[src/rtl/sdram_cmd_sequencer_pkg.sv]
// Shared SDRAM command encodings, address-field widths and sequencer state encoding.
// Used by both the power-up initializer and the post-init command sequencer.
package sdram_cmd_sequencer_pkg;

    localparam int ROW_W  = 13;
    localparam int BANK_W = 2;
    localparam int COL_W  = 10;
    localparam int ADDR_W = 13;
    localparam int REQ_W  = ROW_W + BANK_W + COL_W;
    localparam int TMR_W  = 4;
    localparam int REFI_W = 11;

    // {RAS, CAS, WE}
    localparam logic [2:0] CMD_NOOP = 3'b111;
    localparam logic [2:0] CMD_ACTV = 3'b011;
    localparam logic [2:0] CMD_READ = 3'b101;
    localparam logic [2:0] CMD_WRIT = 3'b100;
    localparam logic [2:0] CMD_PRCH = 3'b010;
    localparam logic [2:0] CMD_ARSR = 3'b001;
    localparam logic [2:0] CMD_MRST = 3'b000;

    localparam logic [ADDR_W-1:0] ARSR_ADDR = 13'h200;

    typedef enum logic [2:0] {
        ST_IDLE,
        ST_ACT,
        ST_RCD_WAIT,
        ST_RW,
        ST_RC_WAIT,
        ST_REF,
        ST_RFC_WAIT
    } state_t;

    // A10 set selects auto-precharge on the column command.
    function automatic logic [ADDR_W-1:0] rw_address(input logic [COL_W-1:0] col);
        return {2'b00, 1'b1, col};
    endfunction

endpackage

[src/rtl/sdram_refresh_timer.sv]
// Refresh interval timer: free-runs while enabled, raises a pending refresh at each wrap
// and flags a sticky overrun when a wrap finds the previous refresh still pending.
module sdram_refresh_timer
    import sdram_cmd_sequencer_pkg::*;
#(
    parameter int T_REFI = 1560
) (
    input  logic CLK_n,
    input  logic RST,
    input  logic enable,
    input  logic clear,
    output logic wrap,
    output logic pending,
    output logic overrun
);

    localparam logic [REFI_W-1:0] REFI_LAST = REFI_W'(T_REFI - 1);

    logic [REFI_W-1:0] refi_cnt;

    assign wrap = enable && (refi_cnt == REFI_LAST);

    always_ff @(posedge CLK_n) begin
        if (RST) begin
            refi_cnt <= '0;
            pending  <= 1'b0;
            overrun  <= 1'b0;
        end else begin
            if (!enable || wrap) begin
                refi_cnt <= '0;
            end else begin
                refi_cnt <= refi_cnt + 1'b1;
            end
            // A wrap coinciding with the ARSR issue opens a fresh interval, so it wins.
            if (wrap) begin
                pending <= 1'b1;
            end else if (clear) begin
                pending <= 1'b0;
            end
            if (wrap && pending) begin
                overrun <= 1'b1;
            end
        end
    end

endmodule

[src/rtl/sdram_cmd_sequencer.sv]
// Post-init SDRAM command sequencer: single-beat requests become ACTV -> READ/WRIT (auto-precharge),
// with periodic auto-refresh inserted between sequences. All outputs are registered.
module sdram_cmd_sequencer
    import sdram_cmd_sequencer_pkg::*;
#(
    parameter int T_RCD  = 2,
    parameter int T_RC   = 7,
    parameter int T_RFC  = 10,
    parameter int T_REFI = 1560
) (
    input  logic              CLK_n,
    input  logic              RST,
    input  logic              INIT_DONE,
    input  logic              REQ_VALID,
    output logic              REQ_READY,
    input  logic              REQ_WE,
    input  logic [REQ_W-1:0]  REQ_ADDR,
    output logic [2:0]        COMMAND_USER,
    output logic [ADDR_W-1:0] ADDRESS_USER,
    output logic [BANK_W-1:0] BANK_USER,
    output logic              RW_STROBE,
    output logic              RW_IS_WRITE,
    output logic              REF_OVERRUN
);

    localparam logic [TMR_W-1:0] RCD_LAST = TMR_W'(T_RCD - 1);
    localparam logic [TMR_W-1:0] RC_LAST  = TMR_W'(T_RC - 1);
    localparam logic [TMR_W-1:0] RFC_LAST = TMR_W'(T_RFC - 1);

    state_t             state_q, state_d;
    logic [TMR_W-1:0]   tmr_q, tmr_d;
    logic [2:0]         cmd_d;
    logic [ADDR_W-1:0]  addr_d;
    logic [BANK_W-1:0]  bank_d;
    logic               strobe_d, wr_d, ready_d;
    logic               accept, go_next, capture, ref_clr, pend_d;
    logic               ref_wrap, ref_pending;
    logic [ROW_W-1:0]   req_row_q;
    logic [BANK_W-1:0]  req_bank_q;
    logic [COL_W-1:0]   req_col_q;
    logic               req_we_q;

    sdram_refresh_timer #(
        .T_REFI (T_REFI)
    ) u_refresh_timer (
        .CLK_n   (CLK_n),
        .RST     (RST),
        .enable  (INIT_DONE),
        .clear   (ref_clr),
        .wrap    (ref_wrap),
        .pending (ref_pending),
        .overrun (REF_OVERRUN)
    );

    assign accept  = REQ_VALID && REQ_READY && INIT_DONE;
    assign ref_clr = (state_d == ST_REF);
    assign pend_d  = ref_wrap || (ref_pending && !ref_clr);

    always_comb begin
        state_d  = state_q;
        tmr_d    = tmr_q + 1'b1;
        cmd_d    = CMD_NOOP;
        addr_d   = ADDRESS_USER;
        bank_d   = BANK_USER;
        strobe_d = 1'b0;
        wr_d     = 1'b0;
        go_next  = 1'b0;
        capture  = 1'b0;
        case (state_q)
            ST_IDLE:                 go_next = 1'b1;
            ST_ACT, ST_RCD_WAIT: begin
                if (tmr_q == RCD_LAST) begin
                    state_d  = ST_RW;
                    cmd_d    = req_we_q ? CMD_WRIT : CMD_READ;
                    addr_d   = rw_address(req_col_q);
                    bank_d   = req_bank_q;
                    strobe_d = 1'b1;
                    wr_d     = req_we_q;
                end else begin
                    state_d = ST_RCD_WAIT;
                end
            end
            ST_RW:                   state_d = ST_RC_WAIT;
            ST_RC_WAIT:              go_next = (tmr_q == RC_LAST);
            ST_REF:                  state_d = ST_RFC_WAIT;
            ST_RFC_WAIT:             go_next = (tmr_q == RFC_LAST);
            default:                 state_d = ST_IDLE;
        endcase
        // Refresh outranks a request; READY was already low while it was pending.
        if (go_next) begin
            state_d = ST_IDLE;
            if (INIT_DONE && ref_pending) begin
                state_d = ST_REF;
                tmr_d   = '0;
                cmd_d   = CMD_ARSR;
                addr_d  = ARSR_ADDR;
            end else if (accept) begin
                state_d = ST_ACT;
                tmr_d   = '0;
                cmd_d   = CMD_ACTV;
                addr_d  = REQ_ADDR[REQ_W-1 -: ROW_W];
                bank_d  = REQ_ADDR[COL_W +: BANK_W];
                capture = 1'b1;
            end
        end
        ready_d = INIT_DONE && !pend_d &&
                  ((state_d == ST_IDLE) ||
                   ((state_d == ST_RC_WAIT)  && (tmr_d == RC_LAST)) ||
                   ((state_d == ST_RFC_WAIT) && (tmr_d == RFC_LAST)));
    end

    always_ff @(posedge CLK_n) begin
        if (RST) begin
            state_q      <= ST_IDLE;
            tmr_q        <= '0;
            COMMAND_USER <= CMD_NOOP;
            ADDRESS_USER <= '0;
            BANK_USER    <= '0;
            REQ_READY    <= 1'b0;
            RW_STROBE    <= 1'b0;
            RW_IS_WRITE  <= 1'b0;
        end else begin
            state_q      <= state_d;
            tmr_q        <= tmr_d;
            COMMAND_USER <= cmd_d;
            ADDRESS_USER <= addr_d;
            BANK_USER    <= bank_d;
            REQ_READY    <= ready_d;
            RW_STROBE    <= strobe_d;
            RW_IS_WRITE  <= wr_d;
        end
    end

    always_ff @(posedge CLK_n) begin
        if (capture) begin
            req_row_q  <= REQ_ADDR[REQ_W-1 -: ROW_W];
            req_bank_q <= REQ_ADDR[COL_W +: BANK_W];
            req_col_q  <= REQ_ADDR[COL_W-1:0];
            req_we_q   <= REQ_WE;
        end
    end

endmodule
[config.mk]
export PLATFORM = sky130hd
export DESIGN_NAME = sdram_cmd_sequencer
export DESIGN_NICKNAME = d
export VERILOG_FILES = /design/src/rtl/sdram_cmd_sequencer_pkg.sv /design/src/rtl/sdram_refresh_timer.sv /design/src/rtl/sdram_cmd_sequencer.sv
export SDC_FILE = /design/constraint.sdc
export NUM_CORES = 1
export LEC_CHECK = 0
export CORE_UTILIZATION = 45
export DETAILED_ROUTE_END_ITERATION = 12
export PLACE_DENSITY_LB_ADDON = 0.12
export REMOVE_ABC_BUFFERS = 1
export SKIP_LAST_GASP = 1
export SLEW_MARGIN = 20
export SYNTH_ARGS = -nofsm -noshare
export SYNTH_HDL_FRONTEND = slang
export SYNTH_SLANG_ARGS = --single-unit
[constraint.sdc]
create_clock -name CLK_n -period 1.55 [get_ports CLK_n]
set_input_delay 0.465 -clock CLK_n [delete_from_list [all_inputs] [get_ports CLK_n]]
set_output_delay 0.465 -clock CLK_n [all_outputs]
set_load 0.02 [all_outputs]
==> impl_metrics.ini <==
[layout]
fill_cells = 338
drive_above_1_share_pct = 38.2
area.growth.synth_to_final_pct = 60.3
nets = 346
fin_area_um2 = 3640
diodes = 0

[pwr]
p_int_mw = 2.07
ir_drop_mv = 0.657
cellLeakagePower_nw = 1.51
p_sw_uw = 710
seqPwrFrac_pct = 54.3
swShare_pct = 25.5
p_clk_share_pct = 28.2
pwr-share-comb_pct = 17.5
power.density_nw_per_um2 = 764
p_total_mw = 2.78

[floorplan]
die-area_um2 = 5340
start_util_pct = 47.5
pin_count = 52
die_x_um = 73.1
coreArea_um2 = 4790
die_y_um = 73.1
fp-row-count = 25

[timing]
clock.fmax_ghz = 0.564
skew_ns = 0.00451
worst_pin_slew_ns = 0.437
fin_hold_ws_ns = 0.483
slew-limit-headroom_pct = 70.9
finalMaxSlewViolations = 0
setup_viol = 38
finalHoldViolCount = 0
period_share_pct = 114
fin_ws_ns = -0.222
finalCriticalPeriod_ns = 1.77
rsz0062_at_grt = true

[detailed_routing]
dr.first_iter.drc_count = 46
postRouteAntennaNets = 0
wirelength_mm = 5.64
vias = 1966
via_per_inst = 5.16
wl_per_cell_um = 14.8
drc = 0
routed.top_layer = met4
m1WireLength_mm = 2.44
wl_met3_um = 279
dr.pass1.iters = 4
dr_wl_met2_mm = 2.84

[setup_path]
start_kind = register
path_class = reg -> reg
worstPathArrival_ns = 1.97
crit_start = tmr_q[3]$_SDFF_PP0_
r2r_start = tmr_q[3]$_SDFF_PP0_
end_kind = register
path_max_fanout = 8
required_ns = 1.75

[global_routing]
antenna_found_initial = 0
grt_overflow = 0
grt_use_total_pct = 21.5
grt_pass1_wl_mm = 8.66
grt_pass1_vias = 1833
grt_start_max_net_pins = 22

[logic_synthesis]
synth_cells = 208
synth_flop_cell = dfxtp_1
synth_cell_types = 47
synth_edf_count = 13
syn-cell-area_um2 = 2270
yosys_warnings = 0
ys_seq_elements = 54
avgSynthCellArea_um2 = 10.9
synthArstFlopShare_pct = 0
yosysSeqAreaShare_pct = 53.3

[clocking]
cts_root_buf = clkbuf_8
cts_buffer_depth = 2
clock_latency_ns = 0.31
cts_made_buffers = 5
cts_tree = yes
cts.sinks = 54
h-tree-depth = 2
path_clk_slew_ns = 0.10

[run_status]
status = complete, but fails checks
violations = negative setup slack

[run]
max_cap_violations = 0

[placement]
io_buffer_count = 51
preCtsSetupSlack_ns = -0.374
gp_congestion = 0.778
dp_hpwl_mm = 3.44
place_area_um2 = 3110

[min_path]
min_path_type = reg -> reg
min_from = req_we_q$_DFFE_PP_
-- final timing paths --
kind / end / slack [ns] / cells after the start
max reg2reg: ADDRESS_USER[7]$_SDFF_PP0_ / -0.22 / 7
min reg2reg: RW_IS_WRITE$_SDFF_PP0_ / 0.48 / 1
max: ADDRESS_USER[7]$_SDFF_PP0_ / -0.22 / 7
min: RW_IS_WRITE$_SDFF_PP0_ / 0.48 / 1
-- worst max-delay path, stage by stage (launching register included) --
cell       delay, ns
dfxtp_4         0.37
buf_4           0.15
nor4b_4         0.33
nand2_4         0.13
clkbuf_16       0.18
mux2_2          0.27
a22oi_1         0.16
nor2_1          0.07
-- cells by family (layout without fill, tap and decap cells) --
kind of cell | Yosys count | after routing | share of synthesized area (%)
fa+ha+maj | 3 | 3 | 1.65
xor+xnor | 10 | 10 | 3.85
simple gates | 76 | 76 | 18.2
compound gates | 36 | 37 | 12.4
buf+inv | 14 | 119 | 3.47
mux | 15 | 15 | 7.21
flops | 54 | 54 | 53.3
-- cells in the final DEF (no fill, tap or decap), types with 5 or more instances in the layout --
cell              n
a21oi_1           5
dfxtp_1          36
mux2_2            9
nor2_1           29
nor3_2            5
buf_4            41
xor2_1            7
a22oi_2           8
nand2_1           6
edfxtp_1         13
buf_6             7
clkdlybuf4s50_1  29
clkbuf_8          5
dlygate4sd2_1    22
-- per-layer routing --
layer / GRT usage (%) / vias to the layer above
li1: - / 960
met1: 27.6 / 947
met2: 36.6 / 52
met3: 4.83 / 7
met4: 5.23 / 0
met5: 0 / -
-- synthesized netlist by cell type, types with 3 or more instances --
| cell type | number | area share [%] |
|---|---|---|
| dfxtp_1 | 41 | 36 |
| nor3_1 | 5 | 1.1 |
| xor2_1 | 8 | 3.1 |
| inv_1 | 5 | 0.83 |
| buf_4 | 3 | 0.99 |
| o21ai_0 | 7 | 1.5 |
| mux2_2 | 9 | 4.5 |
| and3_1 | 3 | 0.83 |
| nand3_1 | 5 | 1.1 |
| clkbuf_1 | 3 | 0.50 |
| nor2_1 | 30 | 5.0 |
| mux2i_1 | 4 | 1.8 |
| edfxtp_1 | 13 | 17 |
| ha_1 | 3 | 1.7 |
| a22oi_1 | 10 | 3.3 |
| nand2_1 | 7 | 1.2 |
| a21oi_1 | 7 | 1.5 |
| nor2b_1 | 5 | 1.4 |
| nand4b_1 | 3 | 1.2 |
-- state kept, by name, indices dropped and copies added (netlist names), 2 cells and up --
| signal | flops |
|---|---|
| ADDRESS_USER | 13 |
| req_bank_q | 2 |
| req_col_q | 10 |
| BANK_USER | 2 |
| COMMAND_USER | 3 |
| u_refresh_timer.refi_cnt | 11 |
| tmr_q | 4 |
| state_q | 3 |
-- metrics by stage --
stage | utilization [%] | TNS, ns | instances
floorplan | - | -6.83 | 200
CTS | 71.1 | -4.23 | 374
detailed placement | 65.1 | -12.16 | 355
global placement | 65.1 | -11.81 | 355
global route | 76.2 | -7.53 | 381
finish | 76.2 | -5.03 | 381
-- what timing repair did --
action / CTS / global route
pin swaps: 5 / 21
setup buffers: 9 / 7
hold buffers: 0 / 0
gates resized for setup: 45 / 42
gates cloned: 3 / 2
setup endpoints to repair: 61 / 50
-- power by group through the flow --
stage / sequential [mW] / combinational, mW / clock (mW)
final: 1.51 / 0.488 / 0.785
after detailed placement: 1.54 / 0.374 / 0
after CTS: 1.51 / 0.422 / 0.800
after global routing: 1.52 / 0.521 / 0.861
after floorplan: 1.56 / 0.133 / 0
after global placement: 1.54 / 0.370 / 0
-- layout make-up --
type / instances / area [um^2] / area share (%)
well taps: 67 / 83.8 / 2.30
flip-flops and latches: 54 / 1220 / 33.5
clock inverters: 3 / 21.3 / 0.584
inverters: 6 / 25.0 / 0.687
repair buffers: 105 / 1010 / 27.6
multi-input cells: 141 / 1220 / 33.4
clock buffers: 5 / 68.8 / 1.89
Note: power is estimated with default switching activity, not from simulation.
